<file path="config.mk">
export PLATFORM = sky130hd
export DESIGN_NAME = wbp2classic
export DESIGN_NICKNAME = d
export VERILOG_FILES = /design/src/rtl/wbp2classic.sv
export SDC_FILE = /design/constraint.sdc
export NUM_CORES = 1
export LEC_CHECK = 0
export ABC_AREA = 1
export CAP_MARGIN = 20
export CORE_ASPECT_RATIO = 1.75
export CORE_MARGIN = 4
export CORE_UTILIZATION = 29
export DETAILED_ROUTE_END_ITERATION = 6
export GPL_TIMING_DRIVEN = 0
export HOLD_SLACK_MARGIN = 0.08
export PLACE_DENSITY_LB_ADDON = 0.25
export SETUP_SLACK_MARGIN = 0.05
export SLEW_MARGIN = 20
export SYNTH_ARGS = -nofsm -noshare
export SYNTH_HDL_FRONTEND = slang
export SYNTH_SLANG_ARGS = --single-unit
</file>
<file path="constraint.sdc">
create_clock -name i_clk -period 6.3 [get_ports i_clk]
set_input_delay 1.26 -clock i_clk [delete_from_list [all_inputs] [get_ports i_clk]]
set_output_delay 1.26 -clock i_clk [all_outputs]
set_load 0.05 [all_outputs]
</file>
<file path="src/rtl/wbp2classic.sv">
// Bridge from a pipelined Wishbone master port to a classic Wishbone slave port.
// Accepted requests are queued and replayed in order as single classic STB/ACK cycles.
module wbp2classic #(
  parameter int AW      = 30,
  parameter int DW      = 32,
  parameter int LGDEPTH = 2
) (
  input  logic            i_clk,
  input  logic            i_reset,
  input  logic            i_mcyc,
  input  logic            i_mstb,
  input  logic            i_mwe,
  input  logic [AW-1:0]   i_maddr,
  input  logic [DW-1:0]   i_mdata,
  input  logic [DW/8-1:0] i_msel,
  output logic            o_mstall,
  output logic            o_mack,
  output logic [DW-1:0]   o_mdata,
  output logic            o_merr,
  output logic            o_scyc,
  output logic            o_sstb,
  output logic            o_swe,
  output logic [AW-1:0]   o_saddr,
  output logic [DW-1:0]   o_sdata,
  output logic [DW/8-1:0] o_ssel,
  input  logic            i_sack,
  input  logic [DW-1:0]   i_sdata,
  input  logic            i_serr
);

  localparam int SW    = DW / 8;
  localparam int EW    = 1 + AW + DW + SW;
  localparam int DEPTH = 1 << LGDEPTH;
  localparam logic [LGDEPTH:0] FULL_COUNT = (LGDEPTH + 1)'(DEPTH);

  typedef enum logic [1:0] {IDLE, BUSY, ERRDRAIN} state_t;

  state_t state, state_n;

  logic [EW-1:0]      fifo_mem [DEPTH];
  logic [LGDEPTH-1:0] wr_ptr, rd_ptr;
  logic [LGDEPTH:0]   count;

  logic          push, pop, flush;
  logic          fifo_empty, fifo_full, avail;
  logic [EW-1:0] push_entry, head;

  logic          cyc_q, cyc_n;
  logic [EW-1:0] req_q, req_n;
  logic          mack_n, merr_n;
  logic [DW-1:0] mdata_n;

  assign fifo_empty = (count == '0);
  assign fifo_full  = (count == FULL_COUNT);
  assign o_mstall   = i_reset | fifo_full | (state == ERRDRAIN);
  assign push       = i_mcyc & i_mstb & ~o_mstall;
  assign push_entry = {i_mwe, i_maddr, i_mdata, i_msel};

  // An empty FIFO forwards a same-cycle request straight to the classic side
  assign head  = fifo_empty ? push_entry : fifo_mem[rd_ptr];
  assign avail = ~fifo_empty | push;

  assign o_scyc = cyc_q;
  assign o_sstb = cyc_q;
  assign {o_swe, o_saddr, o_sdata, o_ssel} = req_q;

  always_comb begin
    state_n = state;
    cyc_n   = cyc_q;
    req_n   = req_q;
    mack_n  = 1'b0;
    merr_n  = 1'b0;
    mdata_n = o_mdata;
    pop     = 1'b0;
    flush   = 1'b0;
    if (!i_mcyc) begin
      // Master abort discards the queue and any response arriving this cycle
      state_n = IDLE;
      cyc_n   = 1'b0;
      flush   = 1'b1;
    end else begin
      case (state)
        IDLE: begin
          if (avail) begin
            pop     = 1'b1;
            req_n   = head;
            cyc_n   = 1'b1;
            state_n = BUSY;
          end
        end
        BUSY: begin
          if (i_serr) begin
            merr_n  = 1'b1;
            flush   = 1'b1;
            cyc_n   = 1'b0;
            state_n = ERRDRAIN;
          end else if (i_sack) begin
            mack_n  = 1'b1;
            mdata_n = i_sdata;
            if (avail) begin
              pop   = 1'b1;
              req_n = head;
            end else begin
              cyc_n   = 1'b0;
              state_n = IDLE;
            end
          end
        end
        default: ;
      endcase
    end
  end

  always_ff @(posedge i_clk) begin
    if (i_reset) begin
      state   <= IDLE;
      cyc_q   <= 1'b0;
      req_q   <= '0;
      o_mack  <= 1'b0;
      o_merr  <= 1'b0;
      o_mdata <= '0;
    end else begin
      state   <= state_n;
      cyc_q   <= cyc_n;
      req_q   <= req_n;
      o_mack  <= mack_n;
      o_merr  <= merr_n;
      o_mdata <= mdata_n;
    end
  end

  always_ff @(posedge i_clk) begin
    if (i_reset || flush) begin
      wr_ptr <= '0;
      rd_ptr <= '0;
      count  <= '0;
    end else begin
      if (push)
        wr_ptr <= wr_ptr + LGDEPTH'(1);
      if (pop)
        rd_ptr <= rd_ptr + LGDEPTH'(1);
      case ({push, pop})
        2'b10:   count <= count + (LGDEPTH + 1)'(1);
        2'b01:   count <= count - (LGDEPTH + 1)'(1);
        default: count <= count;
      endcase
    end
  end

  // Storage needs no reset; occupancy alone decides what is valid
  always_ff @(posedge i_clk) begin
    if (push)
      fifo_mem[wr_ptr] <= push_entry;
  end

endmodule

</file>
Word-level counts from Yosys, hierarchy flattened
Memories as Yosys holds them, arrays and structs flattened. A register that Yosys moved wholly into a read port is not among the register bits.
Index checks and enable logic that the tools add are counted.

storage, ports and cells
  memories = 1
  logic and storage cells = 73
  output and inout port bits = 104
  register bits = 111
  input port bits = 105
  bits in writable memories = 268

operators by class
  equal/unequal tests = 10
  add/subtract/negate cells = 4
  reductions and logical operators = 10
  muxes and demuxes = 29
  bitwise gates (word level) = 10

memories
  name      words  bits a word  rd ports  clocked after memory_dff  write ports  line  text
  fifo_mem  4      67           1         1                         1            40    logic [EW-1:0] fifo_mem [DEPTH];

operators with widths
  kind                                                  number
  2-to-1 mux 67 bit                                     4
  case mux 67 bit (2 select lines)                      1
  2-to-1 mux 1 bit                                      14
  2-to-1 mux 2 bit                                      6
  AND reduction 4 bit                                   3
  inequality test 2 bit (second input constant)         3
  inequality test 3 bit (second input constant)         2
  case mux 3 bit (2 select lines)                       1
  inverter 1 bit                                        5
  adder 2 x 1 -> 2 bit (second input constant)          2
  equality test 2 x 1 -> 1 bit (second input constant)  2
  equality test 2 bit (second input constant)           2
  case mux 1 bit (2 select lines)                       2
  case mux 2 bit (2 select lines)                       1
  nonzero test 2 bit                                    2
  OR reduction 4 bit                                    1
  adder 3 x 1 -> 3 bit (second input constant)          1
  equality test 3 bit (second input constant)           1
  logical NOT 3 bit                                     1
  bitwise OR 1 bit                                      3
  subtractor 3 x 1 -> 3 bit (second input constant)     1
  AND 1 bit                                             2
  logical NOT 2 bit                                     1
  OR reduction 2 bit                                    1
  logical OR 1 bit                                      1

Depth between registers and ports, before layout
Gate-level depths: netlist of the first run.

  word-level depth = 13
  gate-level depth with buffers = 15
  depth with buffers taken out = 14

Worst setup path before layout of the first run
Ideal clock, no wire load.

  path type = in2reg
  start = in i_reset
  end = mem fifo_mem[0][0] (netlist bit), enable pin
  data arrival time = 4,390 ps
  library setup time = 493 ps
  setup slack = 1,417 ps
  required time = 5,807 ps
  stages on the path = 3
  buffers on the path = 0
  cell sequence = a21oi_2 -> nand3_4 -> nor2_1

on the way
  cells in the longest elaborated chain, start to end = 6

ends and longest elaborated chain
  item                                    line  text
  start: declaration                      9     input logic i_reset,
  bitwise OR 1 bit (2 in series)          55    assign o_mstall = i_reset | fifo_full | (state == ERRDRAIN);
  inverter 1 bit                          56    assign push = i_mcyc & i_mstb & ~o_mstall;
  AND 1 bit                               56
  2-to-1 mux 1 bit                        152   if (push)
  2-to-1 mux 1 bit (not written as such)  153   fifo_mem[wr_ptr] <= push_entry;
  end: declaration                        40

Every way passes these cells.

Worst setup path in the final report of the first run
  start = in i_reset
  end = out o_mstall

on the way
  cells in the longest elaborated chain, start to end = 2

ends and longest elaborated chain
  item                            line  text
  bitwise OR 1 bit (2 in series)  55
  end: declaration                16    output logic o_mstall,

Every way passes these cells.

==> results of run 1 <==
-- kinds of logic (layout without fill, tap and decap cells) --
logic type	Yosys count	count (layout)	synth area share, %
AND/OR/NAND/NOR	903	903	22.2
flip-flops	380	380	66.3
AO/OA/AOI/OAI	180	180	5.83
buffers and inverters	179	467	5.01
adder cells (fa/ha/maj)	6	6	0.532
XOR/XNOR	2	2	0.113
other	0	4	0
-- layer usage --
metal | vias to the layer above | wire length [um]
met3 | 59 | 2690
met2 | 278 | 22600
met1 | 5348 | 17300
li1 | 5797 | -
met4 | 4 | 998
met5 | - | 27
-- final timing paths --
path                              start                    end  cells past startpoint
setup / recovery                i_reset               o_mstall                      4
hold / removal    count[2]$_SDFFE_PP0P_  count[2]$_SDFFE_PP0P_                      2
setup reg to reg  state[0]$_SDFFE_PP0P_  count[2]$_SDFFE_PP0P_                     14
hold reg to reg   count[2]$_SDFFE_PP0P_  count[2]$_SDFFE_PP0P_                      2
-- placed cells by master, fill, tap and decap left out, types with 6 or more instances in the layout --
cell	netlist	routed
a21oi_1	7	7
buf_12	0	7
clkbuf_1	40	49
nand2_1	610	610
clkinv_2	0	7
edfxtp_1	268	268
buf_1	8	8
o21ai_0	139	139
clkdlybuf4s50_1	0	208
nor2_1	283	279
o21ai_1	33	33
buf_2	30	30
inv_2	6	6
dfxtp_1	112	112
inv_1	85	85
clkbuf_16	0	39
-- through the flow --
stage | worst slack, ns | instances
final | 2.24 | 2620
after global routing | 2.17 | 2617
after CTS | 2.20 | 2616
after detailed placement | 2.17 | 2548
after global placement | -1.89 | 2536
after floorplan | 1.42 | 1650
-- worst max-delay path: stages --
cell	delay [ns]
clkdlybuf4s50_1	0.58
a21oi_2	0.08
nand2_1	0.07
clkdlybuf4s50_1	0.81
-- area by class of cell --
| cell class | count | area (um2) |
|---|---|---|
| well taps | 678 | 848 |
| diodes | 4 | 10.0 |
| clock buffers | 49 | 1020 |
| fillers | 5173 | 32700 |
| repair buffers | 220 | 2360 |
| inverters | 91 | 342 |
| multi-input cells | 1091 | 4470 |
| plain buffers | 88 | 435 |
| clock inverters | 19 | 179 |
| flip-flops and latches | 380 | 10300 |
-- registers in the layout, summed over array words and instances, names as in the netlist, named ones only --
register,flops
fifo_mem,268
wr_ptr,2
count,3
state,2
o_merr,1
o_mack,1
req_q,67
rd_ptr,2
o_mdata,32
-- power groups by stage --
stage                     Clock, mW  Sequential (mW)  Combinational, mW
after global placement            0             2.80              0.537
after floorplan                   0             2.91              0.198
after CTS                      2.32             2.74              0.550
after global routing           2.42             2.75              0.596
final                          2.25             2.74              0.540
after detailed placement          0             2.80              0.547
-- Yosys cell counts (6+ instances only) --
master and count:
nand2_1 610, a21oi_1 7, clkbuf_1 40, o21ai_1 33, buf_2 30, nor2_1 283, inv_1 85, buf_1 8
dfxtp_1 112, edfxtp_1 268, inv_2 6, o21ai_0 139
==> results.cfg, run 1 <==
[worst_hold_path]
hp-class = register to register

[synthesis]
synth_fp_nets = 1761
synthTopCellsByArea = edfxtp_1 52%, nand2_1 15%, dfxtp_1 14%
seq_area_frac_synth_pct = 66.3
synth_top_area_share_pct = 51.9
ys_seq_elements = 380
yosysUniqueCellTypes = 26
synthesis.area_um2 = 15500
postSynthCellCount = 1650
synth-edff-count = 268
yosysWarningCount = 0
synthFlopType = edfxtp_1
synthArstFlopShare_pct = 0
synth_top_area_cell = edfxtp_1
synth_area_per_cell_um2 = 9.40

[clock_tree]
clk_path_buf_depth = 3
cts_buffers = 38
hold_buffers = 0
cts-root-buf = clkbuf_16
postCtsResizedCells = 0
clock_latency_ns = 0.54
clock-sinks = 380
htree_levels = 2
cts.clk_slew.worst_paths_ns = 0.06
postCtsSetupRepairBufs = 0
cts_tree = built

[sta]
whs_ns = 0.507
setup_tns_ns = 0
worstMarginPinSlew_ns = 0.664
rsz0062_at_grt = no
fin_crit_ns = 4.06
relSlewSlack_pct = 55.6
finalCritPeriodShare_pct = 64.5
finalSetupViolations = 0
fmax_mhz = 246
slew_viol_final = 0
hold_viol = 0
skew_ns = 0.0149

[power]
swShare_pct = 24.1
p_int_mw = 4.19
pwr-share-seq_pct = 49.6
total_power_mw = 5.53
power.leakage_nw = 8.04
clock_power_share_pct = 40.6
p_switching_mw = 1.34
p_per_area_nw_per_um2 = 277
ir_drop_uv = 201
p_comb_share_pct = 9.8

[global_routing]
grtUsageMet2_pct = 27.4
gr-usage-met3_pct = 3.76
grt_max_degree = 22
grt_use_met1_pct = 17.0
antenna_found_initial = 5
grt_pass1_wl_um = 67200
grt_overflow = 0
top_usage_layer = met2
grt_use_total_pct = 14.9
grt_pass1_vias = 11800

[run]
maxCapViolCount = 0

[die]
num_io_pins = 209
die_y_um = 314
die-area_um2 = 57400
die_w_um = 183
coreArea_um2 = 52600
initial_core_util_pct = 29.5
num_rows = 111

[finish]
layout.nets = 2021
drive_above_1_share_pct = 6.40
final_area_um2 = 20000
synthToLayoutAreaGrowth_pct = 28.7
fin_util_pct = 37.9

[critical_path]
crit_path_start_kind = primary input
worstSetupEndpointType = primary output
critPathMaxFanout = 4
cp.arrival_ns = 2.80
regToRegSetupSlack_ns = 3.54
worstSetupPathType = primary input to primary output
cp.required_ns = 5.04

[place]
place_area_um2 = 18700
gp_congestion = 0.767
post-dp-hpwl_um = 30000
portBuffers = 208

[outcome]
outcome = completed

[routing]
drt-initial-drc-count = 754
wl_um = 43600
num_vias = 11500
drc = 0
viasPerCell = 4.38
wl_per_cell_um = 16.6
ant_nets = 0
drtPass1Iterations = 5
Power figures use the tool's default switching activity.
==> run 2, diff against run 1 <==
==> constraint.sdc (replaced) <==
create_clock -name i_clk -period 3.9 [get_ports i_clk]
set_input_delay 0.78 -clock i_clk [delete_from_list [all_inputs] [get_ports i_clk]]
set_output_delay 0.78 -clock i_clk [all_outputs]
set_load 0.05 [all_outputs]
==> results of run 2 <==
The final DEF is identical to that of run 1. Status: completed.
Among the figures that moved: setup slack after placement 2.17 ns -> 0.249 ns; setup slack after layout 2.24 ns -> 0.796 ns; register-to-register setup slack 3.54 ns -> 1.14 ns; total power 5.53 mW -> 8.93 mW; worst IR drop on VDD 201 uV -> 324 uV
==> run 3, diff against run 2 <==
==> constraint.sdc (replaced) <==
create_clock -name i_clk -period 2.9 [get_ports i_clk]
set_input_delay 0.58 -clock i_clk [delete_from_list [all_inputs] [get_ports i_clk]]
set_output_delay 0.58 -clock i_clk [all_outputs]
set_load 0.05 [all_outputs]
==> results.cfg, run 3 (same netlist as run 1, synthesis figures left out) <==
[sta]
worstMarginPinSlew_ns = 0.707
fin_crit_ns = 2.67
hold_viol = 0
skew_ns = 0.0169
fmax_mhz = 374
rsz0062_at_grt = no
finalCritPeriodShare_pct = 92.2
finalSetupViolations = 0
setup_tns_ns = 0
setup_ws_ns = 0.227
relSlewSlack_pct = 52.7
slew_viol_final = 0

[place]
post-dp-hpwl_um = 30600
place_ws_ns = -0.495
gp_congestion = 0.745
placed_cells = 2550
place_area_um2 = 18800
portBuffers = 208

[finish]
final_cell_mix = 610 x nand2_1, 279 x nor2_1, 268 x edfxtp_1
largest_reg_flops = 268
regMostFlops = fifo_mem
layout.nets = 2030
mostFrequentLayoutCell = nand2_1
final_area_um2 = 20100
drive_above_1_share_pct = 7.14
reg_top3 = fifo_mem: 268 flops, req_q: 67 flops, o_mdata: 32 flops
synthToLayoutAreaGrowth_pct = 29.6
final_cells = 2628

[power]
p_per_area_nw_per_um2 = 598
total_power_mw = 12.0
power.leakage_nw = 8.12
ir_drop_uv = 343

[critical_path]
worstPathCellList = clkdlybuf4s50_1, a21oi_2, nand2_1, clkdlybuf4s50_1
cp_num_buf_inv = 2
cp_slowest_cell = clkdlybuf4s50_1
critPathMaxFanout = 4
regToRegSetupSlack_ns = 0.41
timing.rr.end = count[2]$_SDFFE_PP0P_
cp-startpoint = i_reset
worstSetupEndpointType = primary output
crit_path_frequent_cell = clkdlybuf4s50_1
reg2reg_from = state[0]$_SDFFE_PP0P_
cp.arrival_ns = 2.09
cpPeakStageDelay_ns = 0.82
worstSetupPathType = primary input to primary output
crit_family = buffers and inverters
reg2reg_depth = 14
crit_path_start_kind = primary input
cp.required_ns = 2.32
crit_end = o_mstall
crit_cells = 4

[worst_hold_path]
hold_start = rd_ptr[1]$_SDFFE_PP0P_
hp-class = register to register

[clock_tree]
clk_path_buf_depth = 3
postCtsSetupRepairBufs = 0
clock-sinks = 380
clock_latency_ns = 0.54
cts.clk_slew.worst_paths_ns = 0.07
postCtsResizedCells = 0
htree_levels = 2
cts_tree = built
hold_buffers = 0
cts-root-buf = clkbuf_16
cts_buffers = 38

[die]
num_rows = 111
die-area_um2 = 57400
die_w_um = 183
die_y_um = 314
coreArea_um2 = 52600
num_io_pins = 209
initial_core_util_pct = 29.5

[global_routing]
antenna_found_initial = 5
grt_use_total_pct = 15.1
grt_pass1_wl_um = 68200
grt_pass1_vias = 12200
grt_max_degree = 22
grt_overflow = 0

[routing]
drtPass1Iterations = 5
drt-initial-drc-count = 624
ant_nets = 0
wl_per_cell_um = 16.8
num_vias = 11600
viasPerCell = 4.41
wl_um = 44000
drc = 0

[outcome]
outcome = completed

[run]
maxCapViolCount = 0
run 3: cell types whose count changed in the layout (fill, tap and decap cells not counted), sizes merged:
cell	before	now
clkinv	12	20
diode	4	2
buf	60	69
bufinv	3	2
clkbuf	89	86
inv	95	92
run 3: tightest hold or removal path: stages (launching register included):
cell and delay [ns]:
dfxtp_1 0.32, nand2_1 0.06, a21oi_1 0.07
run 3: worst min path at each step:
| stage | to | slack, ns | depth (start not counted) |
|---|---|---|---|
| floorplan | register | 0.47 | 2 |
| global placement | o_mdata[28]$_SDFFE_PP0P_ | 0.49 | 2 |
| detailed placement | register | 0.49 | 2 |
| CTS | register | 0.50 | 2 |
| global route | req_q[5]$_SDFFE_PP0P_ | 0.54 | 4 |
| finish | register | 0.50 | 2 |
run 3: power by group:
| group | internal [mW] | switching, mW |
|---|---|---|
| combinational | 0.433 | 0.758 |
| clock | 2.75 | 2.12 |
| sequential | 5.91 | 0.0463 |
run 3: layout make-up:
type / count / area, um2
Buffer: 88 / 435
Sequential cell: 380 / 10300
Multi-Input combinational cell: 1091 / 4470
Timing Repair Buffer: 229 / 2500
Fill cell: 5205 / 32500
Tap cell: 678 / 848
Inverter: 91 / 342
Clock inverter: 23 / 170
Clock buffer: 46 / 1040
Antenna cell: 2 / 5.00
run 3: stage by stage:
step	util, %	hold slack, ns
6_report	38.2	0.499
5_1_grt	38.2	0.542
4_1_cts	38.1	0.502
3_5_place_dp	35.8	0.491
3_3_place_gp	35.0	0.490
2_1_floorplan	-	0.466
run 3: metal layers:
layer  track usage [%]  part of all wire [%]  vias to the layer above
met2              28.5                    52                      284
met5                 0                 0.066                        -
met3              4.05                   6.6                       69
li1                  -                     -                     5827
met1              16.4                    38                     5394
met4              4.63                   2.5                        6
